### src/rtl/clkdiv_pkg.sv
// clkdiv_pkg: shared constants and prescale-to-ratio decode helpers for the RX divider
package clkdiv_pkg;

    localparam int unsigned OS_MAX_DEF  = 32;
    localparam int unsigned OS_MIN_DEF  = 8;
    localparam int unsigned RATIO_W_DEF = 8;

    typedef struct packed {
        logic        err;
        logic [31:0] ratio;
    } ratio_dec_t;

    function automatic logic is_pow2(input logic [31:0] x);
        return (x != 32'd0) && ((x & (x - 32'd1)) == 32'd0);
    endfunction

    // One-hot prescale selects a shift of os_max, which equals os_max / prescale
    function automatic ratio_dec_t prescale_to_ratio(
        input logic [31:0] prescale,
        input int unsigned os_max = OS_MAX_DEF,
        input int unsigned os_min = OS_MIN_DEF
    );
        ratio_dec_t d;
        d.err   = 1'b1;
        d.ratio = 32'd1;
        if (is_pow2(prescale) && prescale >= os_min && prescale <= os_max)
            for (int k = 0; k < 32; k++)
                if (prescale[k]) begin
                    d.err   = 1'b0;
                    d.ratio = os_max >> k;
                end
        return d;
    endfunction

endpackage

### src/rtl/prescale_ratio_decode.sv
// prescale_ratio_decode: combinational prescale to division-ratio mux with error flag
module prescale_ratio_decode
    import clkdiv_pkg::*;
#(
    parameter int unsigned PS_W    = 6,
    parameter int unsigned OS_MAX  = OS_MAX_DEF,
    parameter int unsigned OS_MIN  = OS_MIN_DEF,
    parameter int unsigned RATIO_W = RATIO_W_DEF
) (
    input  logic [PS_W-1:0]    prescale,
    output logic [RATIO_W-1:0] ratio,
    output logic               err
);

    ratio_dec_t d;

    always_comb begin
        d     = prescale_to_ratio(32'(prescale), OS_MAX, OS_MIN);
        ratio = RATIO_W'(d.ratio);
        err   = d.err;
    end

endmodule

### src/rtl/prescale_clkdiv_gen.sv
// prescale_clkdiv_gen: prescale-driven divide-by-ratio tick and clock-level generator
module prescale_clkdiv_gen
    import clkdiv_pkg::*;
#(
    parameter int unsigned PS_W    = 6,
    parameter int unsigned OS_MAX  = OS_MAX_DEF,
    parameter int unsigned OS_MIN  = OS_MIN_DEF,
    parameter int unsigned RATIO_W = RATIO_W_DEF
) (
    input  logic               CLK,
    input  logic               RST,
    input  logic               Enable,
    input  logic [PS_W-1:0]    PreScale,
    output logic [RATIO_W-1:0] Div_Ratio,
    output logic               Div_Tick,
    output logic               Div_Clk,
    output logic               Cfg_Err
);

    localparam logic [RATIO_W-1:0] ONE = RATIO_W'(1);

    logic [RATIO_W-1:0] dec_ratio, r, r_n, cnt, cnt_n;
    logic [RATIO_W:0]   half;
    logic               dec_err, run, tick_n, clk_n;

    prescale_ratio_decode #(
        .PS_W(PS_W), .OS_MAX(OS_MAX), .OS_MIN(OS_MIN), .RATIO_W(RATIO_W)
    ) u_dec (
        .prescale(PreScale),
        .ratio   (dec_ratio),
        .err     (dec_err)
    );

    // A running divider only adopts a new ratio as the current period closes
    always_comb begin
        r_n    = (!Enable || !run || Div_Tick) ? Div_Ratio : r;
        cnt_n  = (!Enable || !run || Div_Tick) ? '0 : cnt + ONE;
        half   = ({1'b0, r_n} + (RATIO_W+1)'(1)) >> 1;
        clk_n  = Enable && ({1'b0, cnt_n} < half);
        tick_n = Enable && (cnt_n == r_n - ONE);
    end

    always_ff @(posedge CLK) begin
        if (RST) begin
            cnt       <= '0;
            run       <= 1'b0;
            r         <= ONE;
            Div_Ratio <= ONE;
            Cfg_Err   <= 1'b0;
            Div_Tick  <= 1'b0;
            Div_Clk   <= 1'b0;
        end else begin
            cnt       <= cnt_n;
            run       <= Enable;
            r         <= r_n;
            Div_Ratio <= dec_ratio;
            Cfg_Err   <= dec_err;
            Div_Tick  <= tick_n;
            Div_Clk   <= clk_n;
        end
    end

endmodule

### config.mk
export PLATFORM = sky130hd
export DESIGN_NAME = prescale_clkdiv_gen
export DESIGN_NICKNAME = d
export VERILOG_FILES = /design/src/rtl/clkdiv_pkg.sv /design/src/rtl/prescale_ratio_decode.sv /design/src/rtl/prescale_clkdiv_gen.sv
export SDC_FILE = /design/constraint.sdc
export NUM_CORES = 1
export LEC_CHECK = 0
export CAP_MARGIN = 20
export CORE_MARGIN = 4
export CORE_UTILIZATION = 28
export DETAILED_ROUTE_END_ITERATION = 16
export GPL_ROUTABILITY_DRIVEN = 0
export PLACE_DENSITY = 0.46
export SETUP_SLACK_MARGIN = 0.02
export SYNTH_ARGS = -nofsm -noshare
export SYNTH_HDL_FRONTEND = slang
export SYNTH_SLANG_ARGS = --single-unit
### constraint.sdc
create_clock -name CLK -period 7.24 [get_ports CLK]
set_input_delay 1.448 -clock CLK [delete_from_list [all_inputs] [get_ports CLK]]
set_output_delay 1.448 -clock CLK [all_outputs]
set_load 0.02 [all_outputs]
==> results.sh, run 1 <==
export IMPL_core_um2=5570
export IMPL_path_buf_inv=2
export IMPL_worst_pin_slew_ps=706
export IMPL_dp_hpwl_um=2770
export IMPL_die_h_um=84.4
export IMPL_crit_top_cell="ha_1"
export IMPL_multi_input_area_um2=1060
export IMPL_crit_fanout=14
export IMPL_cts_buffer_depth=2
export IMPL_io_buffer_count=17
export IMPL_synth_seq_area_share_pct=31.8
export IMPL_final_hold_viol_count=0
export IMPL_fin_skew_ps=5.35
export IMPL_fill_cells=596
export IMPL_cp_end_kind="flop"
export IMPL_start_util_pct=29.3
export IMPL_row_count=27
export IMPL_p_per_area_nw_per_um2=141
export IMPL_r2r_start="run"
export IMPL_syn_area_um2=1640
export IMPL_period_share_pct=58.3
export IMPL_min_from="r[7]"
export IMPL_seq_area_um2=520
export IMPL_arrival_ps=4440
export IMPL_fin_tns_setup_ps=0
export IMPL_synth_edf_count=0
export IMPL_drc=0
export IMPL_ys_ff_latch=26
export IMPL_r2r_end="Div_Clk"
export IMPL_synth_main_ff_cell="dfxtp_1"
export IMPL_dpl_cell_area_um2=1850
export IMPL_cts_resized=0
export IMPL_cellLeakagePower_nw=0.757
export IMPL_diodes=0
export IMPL_setup_violations=0
export IMPL_yosys_area_top_type="dfxtp_1"
export IMPL_yosys_top_cells_count="dfxtp_1 (26), nor2_1 (22), xor2_1 (12), nor3_1 (11)"
export IMPL_drive_gt1_share_pct=4.48
export IMPL_numCtsBuffers=3
export IMPL_areaGrowthSynthToFinish_pct=15.7
export IMPL_cts_htree_levels=1
export IMPL_synth_top_cell_area_share_pct=31.8
export IMPL_wirelength_um=3590
export IMPL_synth_avg_cell_area_um2=8.79
export IMPL_root_buffer="clkbuf_8"
export IMPL_worstPathRequired_ps=7460
export IMPL_final_cells=273
export IMPL_grt_usage_pct=10.6
export IMPL_status="completed"
export IMPL_peakVddDrop_mv=0.0847
export IMPL_ant_nets=0
export IMPL_reg2regPathDepth=12
export IMPL_hp_class="flop to flop"
export IMPL_drt_iter0_markers=64
export IMPL_synthMostInstantiatedCell="dfxtp_1"
export IMPL_io_pins=20
export IMPL_die_width_um=84.4
export IMPL_viasPerCell=4.80
export IMPL_stdcell_area_um2=1890
export IMPL_min_to="r[7]"
export IMPL_postSynthCellCount=186
export IMPL_reg2reg_slack_ps=4380
export IMPL_nNetsFinal=221
export IMPL_worstPathCellList="clkdlybuf4s50_1 -> and3b_1 -> mux2i_1 -> inv_1 -> ha_1 -> nand2b_1 -> a211oi_1 -> xor2_1 -> ha_1 -> a21oi_1 -> nor2b_1 -> o21ai_0 -> o211a_1"
export IMPL_grt_pass1_wl_um=6040
export IMPL_synth_top_cells_by_area="dfxtp_1 (32%), ha_1 (6.9%), xor2_1 (6.4%)"
export IMPL_cp_start_kind="input pin"
export IMPL_post_cts_buffers=0
export IMPL_drv_cap=0
export IMPL_post_place_cells=270
export IMPL_cts_tree="done"
export IMPL_synthArstFlopShare_pct=0
export IMPL_yosysWarnings=0
export IMPL_drv_slew=0
export IMPL_grt_remaining_overflow=0
export IMPL_fmax_mhz=237
export IMPL_clock_latency_ps=270
export IMPL_rsz0062_at_grt="false"
export IMPL_post_drt_wl_per_cell_um=13.1
export IMPL_antenna_found_initial=0
export IMPL_grt_max_degree=29
export IMPL_vias=1310
export IMPL_slowest_delay_ps=580
export IMPL_whs_path_depth=1
export IMPL_drtPass1Iterations=5
export IMPL_ys_types=50
export IMPL_cp_slowest_cell="and3b_1"
export IMPL_cts_hold_buf=0
export IMPL_clk_pin_slew_ps=90
export IMPL_first_global_vias=1235
export IMPL_criticalPathCategory="input pin to flop"
export IMPL_die_area_um2=7130
export IMPL_max_slew_margin_pct=51.6
export IMPL_clock_sinks=26
export IMPL_min_period_ps=4220
export IMPL_path_delay_family="compound AO/OA/AOI/OAI gates"
## per-layer routing
metal | vias to the layer above | GRT usage [%] | part of all wire (%)
li1 | 690 | - | -
met1 | 598 | 13.6 | 50
met2 | 20 | 17.8 | 46
met3 | 2 | 2.55 | 3.0
met4 | 0 | 2.59 | 0.98
met5 | - | 0 | 0
## placed cells by master, fill, tap and decap left out, types with 3 or more instances in the layout
master / count
or3_1: 4
o21ai_0: 7
and3_1: 4
clkdlybuf4s50_1: 17
and2_1: 4
nor2_1: 22
xor2_1: 12
conb_1: 5
dfxtp_1: 26
ha_1: 9
xnor2_1: 7
nand2_1: 8
nor3_1: 11
mux2i_1: 4
a211oi_1: 3
o211ai_1: 3
a21oi_1: 7
nand3_1: 9
inv_1: 3
nand4_1: 3
clkbuf_8: 3
## worst max path at each step
stage	end	cells after the start	from
3_5_place_dp	Div_Clk	13	Enable
6_report	Div_Clk	13	Enable
4_1_cts	Div_Clk	13	Enable
5_1_grt	Div_Clk	13	Enable
2_1_floorplan	Div_Clk	13	Enable
3_3_place_gp	Div_Clk	13	Enable
## final cells by class
cell class	count	area share (%)
multi-input combinational	152	56.0
sequential	26	27.5
timing repair buffer	17	8.99
tap	72	4.76
clock buffer	3	2.18
inverter	3	0.595
## metrics by stage
stage	worst slack, ps	util [%]	hold WS (ps)	power (W)
after floorplan	3830	-	513	0.000177
after global placement	2820	33.2	561	0.000190
after detailed placement	2730	33.2	563	0.000190
after CTS	3020	33.9	575	0.000274
after global routing	2770	33.9	599	0.000282
final	3020	33.9	574	0.000267
## registers in the layout, summed over array words and instances (netlist names)
signal     count
cnt            8
Div_Clk        1
Div_Ratio      6
Div_Tick       1
r              8
Cfg_Err        1
run            1
## power breakdown
| part | internal (W) | switching [W] | total [W] |
|---|---|---|---|
| combinational | 0.0000164 | 0.0000196 | 0.0000360 |
| sequential | 0.000146 | 0.00000380 | 0.000150 |
| clock | 0.0000372 | 0.0000438 | 0.0000811 |
## cells by family after synthesis
group	count (synthesis)	share of synthesized area (%)
buffers and inverters	12	4.36
DFF	26	31.8
muxes	5	3.83
xor gates and xnor gates	21	12.9
and+or+nand+nor	82	28.0
other	1	0.229
adders and majority gates	9	6.89
AOI/OAI and AO/OA	30	11.9
Power figures use the tool's default switching activity.
==> inputs of run 2 (changes only) <==
==> constraint.sdc (replaced) <==
create_clock -name CLK -period 3.9 [get_ports CLK]
set_input_delay 0.78 -clock CLK [delete_from_list [all_inputs] [get_ports CLK]]
set_output_delay 0.78 -clock CLK [all_outputs]
set_load 0.02 [all_outputs]
==> results.sh, run 2 (synthesis gave the netlist of run 1 again) <==
export IMPL_status="completed"
export IMPL_reg_largest_list="cnt: 8 flops, r: 8 flops, Div_Ratio: 6 flops"
export IMPL_drv_cap=0
export IMPL_grt_remaining_overflow=0
export IMPL_crit_fanout=3
export IMPL_core_um2=5570
export IMPL_nNetsFinal=226
export IMPL_setup_violations=0
export IMPL_first_global_vias=1294
export IMPL_drc=0
export IMPL_fmax_mhz=310
export IMPL_numCtsBuffers=3
export IMPL_peakVddDrop_mv=0.143
export IMPL_clock_latency_ps=270
export IMPL_cts_resized=0
export IMPL_post_drt_wl_per_cell_um=13.4
export IMPL_drtPass1Iterations=4
export IMPL_start_util_pct=29.3
export IMPL_min_period_ps=3220
export IMPL_die_width_um=84.4
export IMPL_antenna_found_initial=0
export IMPL_p_per_area_nw_per_um2=270
export IMPL_reg2reg_slack_ps=1350
export IMPL_layout_commonest_cell="dfxtp_1"
export IMPL_post_place_cells=275
export IMPL_cp_start_kind="input pin"
export IMPL_fin_tns_setup_ps=0
export IMPL_reg2regPathDepth=12
export IMPL_period_share_pct=82.6
export IMPL_busiest_layer="met2"
export IMPL_use_met1_pct=14.6
export IMPL_crit_end="Div_Clk"
export IMPL_diodes=0
export IMPL_clock_sinks=26
export IMPL_rsz0062_at_grt="false"
export IMPL_drive_gt1_share_pct=7.25
export IMPL_io_buffer_count=17
export IMPL_post_route_util_pct=34.9
export IMPL_cts_htree_levels=1
export IMPL_grt_usage_pct=11.1
export IMPL_final_cells=279
export IMPL_cts_hold_buf=0
export IMPL_ant_nets=0
export IMPL_io_pins=20
export IMPL_cp_end_kind="flop"
export IMPL_die_area_um2=7130
export IMPL_cts_tree="done"
export IMPL_gr_usage_met2_pct=18.4
export IMPL_die_h_um=84.4
export IMPL_criticalPathCategory="input pin to flop"
export IMPL_grt_max_degree=21
export IMPL_fin_skew_ps=1.60
export IMPL_drv_slew=0
export IMPL_areaGrowthSynthToFinish_pct=18.8
export IMPL_final_cell_mix="dfxtp_1 (26), nor2_1 (22), clkdlybuf4s50_1 (17), xor2_1 (12), nor3_1 (11)"
export IMPL_post_cts_buffers=0
export IMPL_root_buffer="clkbuf_8"
export IMPL_arrival_ps=3440
export IMPL_crit_path_start="Enable"
export IMPL_drt_iter0_markers=49
export IMPL_cts_buffer_depth=2
export IMPL_met3_usage_pct=2.55
export IMPL_worstPathRequired_ps=4120
export IMPL_wirelength_um=3750
export IMPL_clk_pin_slew_ps=90
export IMPL_r2r_start="run"
export IMPL_min_from="r[7]"
export IMPL_dp_hpwl_um=2920
export IMPL_row_count=27
export IMPL_cellLeakagePower_nw=0.789
export IMPL_viasPerCell=4.93
export IMPL_hp_class="flop to flop"
export IMPL_r2r_end="Div_Clk"
export IMPL_grt_pass1_wl_um=6430
export IMPL_vias=1375
export IMPL_final_hold_viol_count=0
## run 2: changes by cell type in the layout (fill, tap and decap cells not counted)
cell,before,now
buf_4,0,5
clkbuf_8,3,4
## run 2: per-stage QoR
stage	hold slack, ps	setup WS [ps]	power (W)	cell area, um^2
after floorplan	513	1150	0.000329	1650
after global placement	556	477	0.000356	1890
after detailed placement	556	421	0.000356	1890
after CTS	571	706	0.000539	1940
after global routing	610	518	0.000559	1940
final	564	679	0.000524	1940
## run 2: critical path: stages
cell and delay (ps):
clkdlybuf4s50_1 530, and3b_1 300, mux2i_1 160, inv_1 80, ha_1 180, nand2b_1 90, a211oi_1 360, xor2_1 190
ha_1 260, a21oi_1 150, nor2b_1 60, o21ai_0 150, o211a_1 160
## run 2: cell type report
cell class | count | area, um^2
clock buffers | 4 | 55.1
fillers | 591 | 3630
inverters | 3 | 11.3
multi-input cells | 152 | 1060
flip-flops and latches | 26 | 520
well taps | 72 | 90.1
repair buffers | 22 | 208
## run 2: metal layers
layer / routed length, um / vias to the layer above
li1: - / 699
met3: 182 / 2
met5: 0 / -
met1: 1780 / 647
met2: 1750 / 27
met4: 36 / 0
## run 2: power breakdown
group | internal, W | switching (W) | leakage [nW] | total [W]
sequential | 0.000272 | 0.00000720 | 0.213 | 0.000279
combinational | 0.0000329 | 0.0000379 | 0.547 | 0.0000708
clock | 0.0000902 | 0.0000837 | 0.0288 | 0.000174
## run 2: how the worst min path moves through the flow
stage               endpoint  slack, ps  cells past startpoint
floorplan               r[6]        510                      1
global placement        r[6]        560                      1
detailed placement      r[7]        560                      1
CTS                     r[7]        570                      1
global route            r[7]        610                      1
finish                  r[7]        560                      1
==> inputs of run 3 (changes only) <==
--- a/config.mk
+++ b/config.mk
@@ -10,7 +10,7 @@
 export CORE_UTILIZATION = 28
 export DETAILED_ROUTE_END_ITERATION = 16
 export GPL_ROUTABILITY_DRIVEN = 0
-export PLACE_DENSITY = 0.46
+export PLACE_DENSITY = 0.47
 export SETUP_SLACK_MARGIN = 0.02
 export SYNTH_ARGS = -nofsm -noshare
 export SYNTH_HDL_FRONTEND = slang
==> constraint.sdc (replaced) <==
create_clock -name CLK -period 2.6 [get_ports CLK]
set_input_delay 0.52 -clock CLK [delete_from_list [all_inputs] [get_ports CLK]]
set_output_delay 0.52 -clock CLK [all_outputs]
set_load 0.02 [all_outputs]
==> results.sh, run 3 (synthesis gave the netlist of run 1 again) <==
export IMPL_status="completed"
export IMPL_slowest_delay_ps=360
export IMPL_worstPathCellList="dlygate4sd2_1 -> buf_4 -> nand3b_4 -> buf_4 -> mux2i_2 -> buf_4 -> xor2_1 -> ha_1 -> a21o_1 -> a21oi_2 -> o211a_1"
export IMPL_row_count=27
export IMPL_layout_commonest_cell="dfxtp_1"
export IMPL_io_buffer_count=17
export IMPL_fin_tns_setup_ps=0
export IMPL_crit_top_cell="buf_4"
export IMPL_final_hold_viol_count=0
export IMPL_p_per_area_nw_per_um2=376
export IMPL_drive_gt1_share_pct=18.3
export IMPL_cts_hold_buf=0
export IMPL_wirelength_um=3940
export IMPL_setup_violations=0
export IMPL_cp_slowest_cell="mux2i_2"
export IMPL_grt_pass1_wl_um=6950
export IMPL_post_place_cells=290
export IMPL_ant_nets=0
export IMPL_io_pins=20
export IMPL_fin_skew_ps=1.47
export IMPL_start_util_pct=29.3
export IMPL_root_buffer="clkbuf_8"
export IMPL_peakVddDrop_mv=0.177
export IMPL_path_buf_inv=4
export IMPL_first_global_vias=1425
export IMPL_post_drt_wl_per_cell_um=13.3
export IMPL_viasPerCell=4.69
export IMPL_dp_hpwl_um=3080
export IMPL_reg_largest_list="cnt: 8 flops, r: 8 flops, Div_Ratio: 6 flops"
export IMPL_numCtsBuffers=3
export IMPL_rsz0062_at_grt="false"
export IMPL_cp_start_kind="input pin"
export IMPL_drv_slew=0
export IMPL_cts_htree_levels=1
export IMPL_arrival_ps=2610
export IMPL_die_h_um=84.4
export IMPL_min_period_ps=2380
export IMPL_fmax_mhz=419
export IMPL_grt_remaining_overflow=0
export IMPL_grt_usage_pct=12.0
export IMPL_criticalPathCategory="input pin to flop"
export IMPL_drt_iter0_markers=69
export IMPL_final_cells=296
export IMPL_fill_cells=568
export IMPL_clock_sinks=26
export IMPL_period_share_pct=91.7
export IMPL_path_delay_family="buffers and inverters"
export IMPL_vias=1389
export IMPL_hp_class="flop to flop"
export IMPL_antenna_found_initial=0
export IMPL_cts_tree="done"
export IMPL_grt_max_degree=22
export IMPL_clock_latency_ps=270
export IMPL_nNetsFinal=243
export IMPL_final_cell_mix="dfxtp_1 (26), nor2_1 (22), buf_4 (21), clkdlybuf4s50_1 (16), xor2_1 (12)"
export IMPL_cp_end_kind="flop"
export IMPL_die_width_um=84.4
export IMPL_cellLeakagePower_nw=0.872
export IMPL_worstPathRequired_ps=2820
export IMPL_die_area_um2=7130
export IMPL_areaGrowthSynthToFinish_pct=30.4
export IMPL_diodes=0
export IMPL_cts_buffer_depth=2
export IMPL_drc=0
export IMPL_clk_pin_slew_ps=90
export IMPL_drtPass1Iterations=4
export IMPL_core_um2=5570
export IMPL_crit_fanout=7
export IMPL_drv_cap=0
[run 3: timing repair]
item,in CTS,in global routing
setup endpoints to repair,1,0
gates resized for setup,15,0
setup buffers,2,0
[run 3: routing by layer]
metal	vias to the layer above	global-route usage [%]	wire [um]
met4	0	4.03	72
met3	6	2.45	120
met2	16	19.9	1840
met5	-	0	0
li1	738	-	-
met1	629	15.7	1910
[run 3: through the flow]
step / hold WS (ps) / power [W] / worst slack [ps] / cell area [um^2] / util (%)
after floorplan: 513 / 0.000493 / 115 / 1650 / -
after global placement: 554 / 0.000546 / -436 / 2000 / 35.9
after detailed placement: 557 / 0.000546 / -466 / 2000 / 35.9
after CTS: 571 / 0.000822 / 199 / 2130 / 38.2
after global routing: 605 / 0.000851 / 41.2 / 2130 / 38.2
final: 568 / 0.000802 / 216 / 2130 / 38.2
[run 3: report_power, final]
part / total (W) / switching [W] / leakage [nW] / internal (W)
registers: 0.000419 / 0.0000110 / 0.213 / 0.000408
logic: 0.000121 / 0.0000608 / 0.630 / 0.0000606
clock network: 0.000262 / 0.000126 / 0.0288 / 0.000135
[run 3: final cells by class]
class	instances	area, um^2	area share, %
multi-input cells	152	1120	52.4
well taps	72	90.1	4.23
repair buffers	39	338	15.8
clock buffers	4	55.1	2.58
flip-flops and latches	26	520	24.4
inverters	3	11.3	0.528
[run 3: path summary, 6_finish.rpt]
path | start | end | slack [ps] | cells past startpoint
max | Enable | Div_Clk | 220 | 11
min | r[6] | r[6] | 570 | 1
min reg2reg | r[6] | r[6] | 570 | 1
max reg2reg | run | Div_Clk | 300 | 10
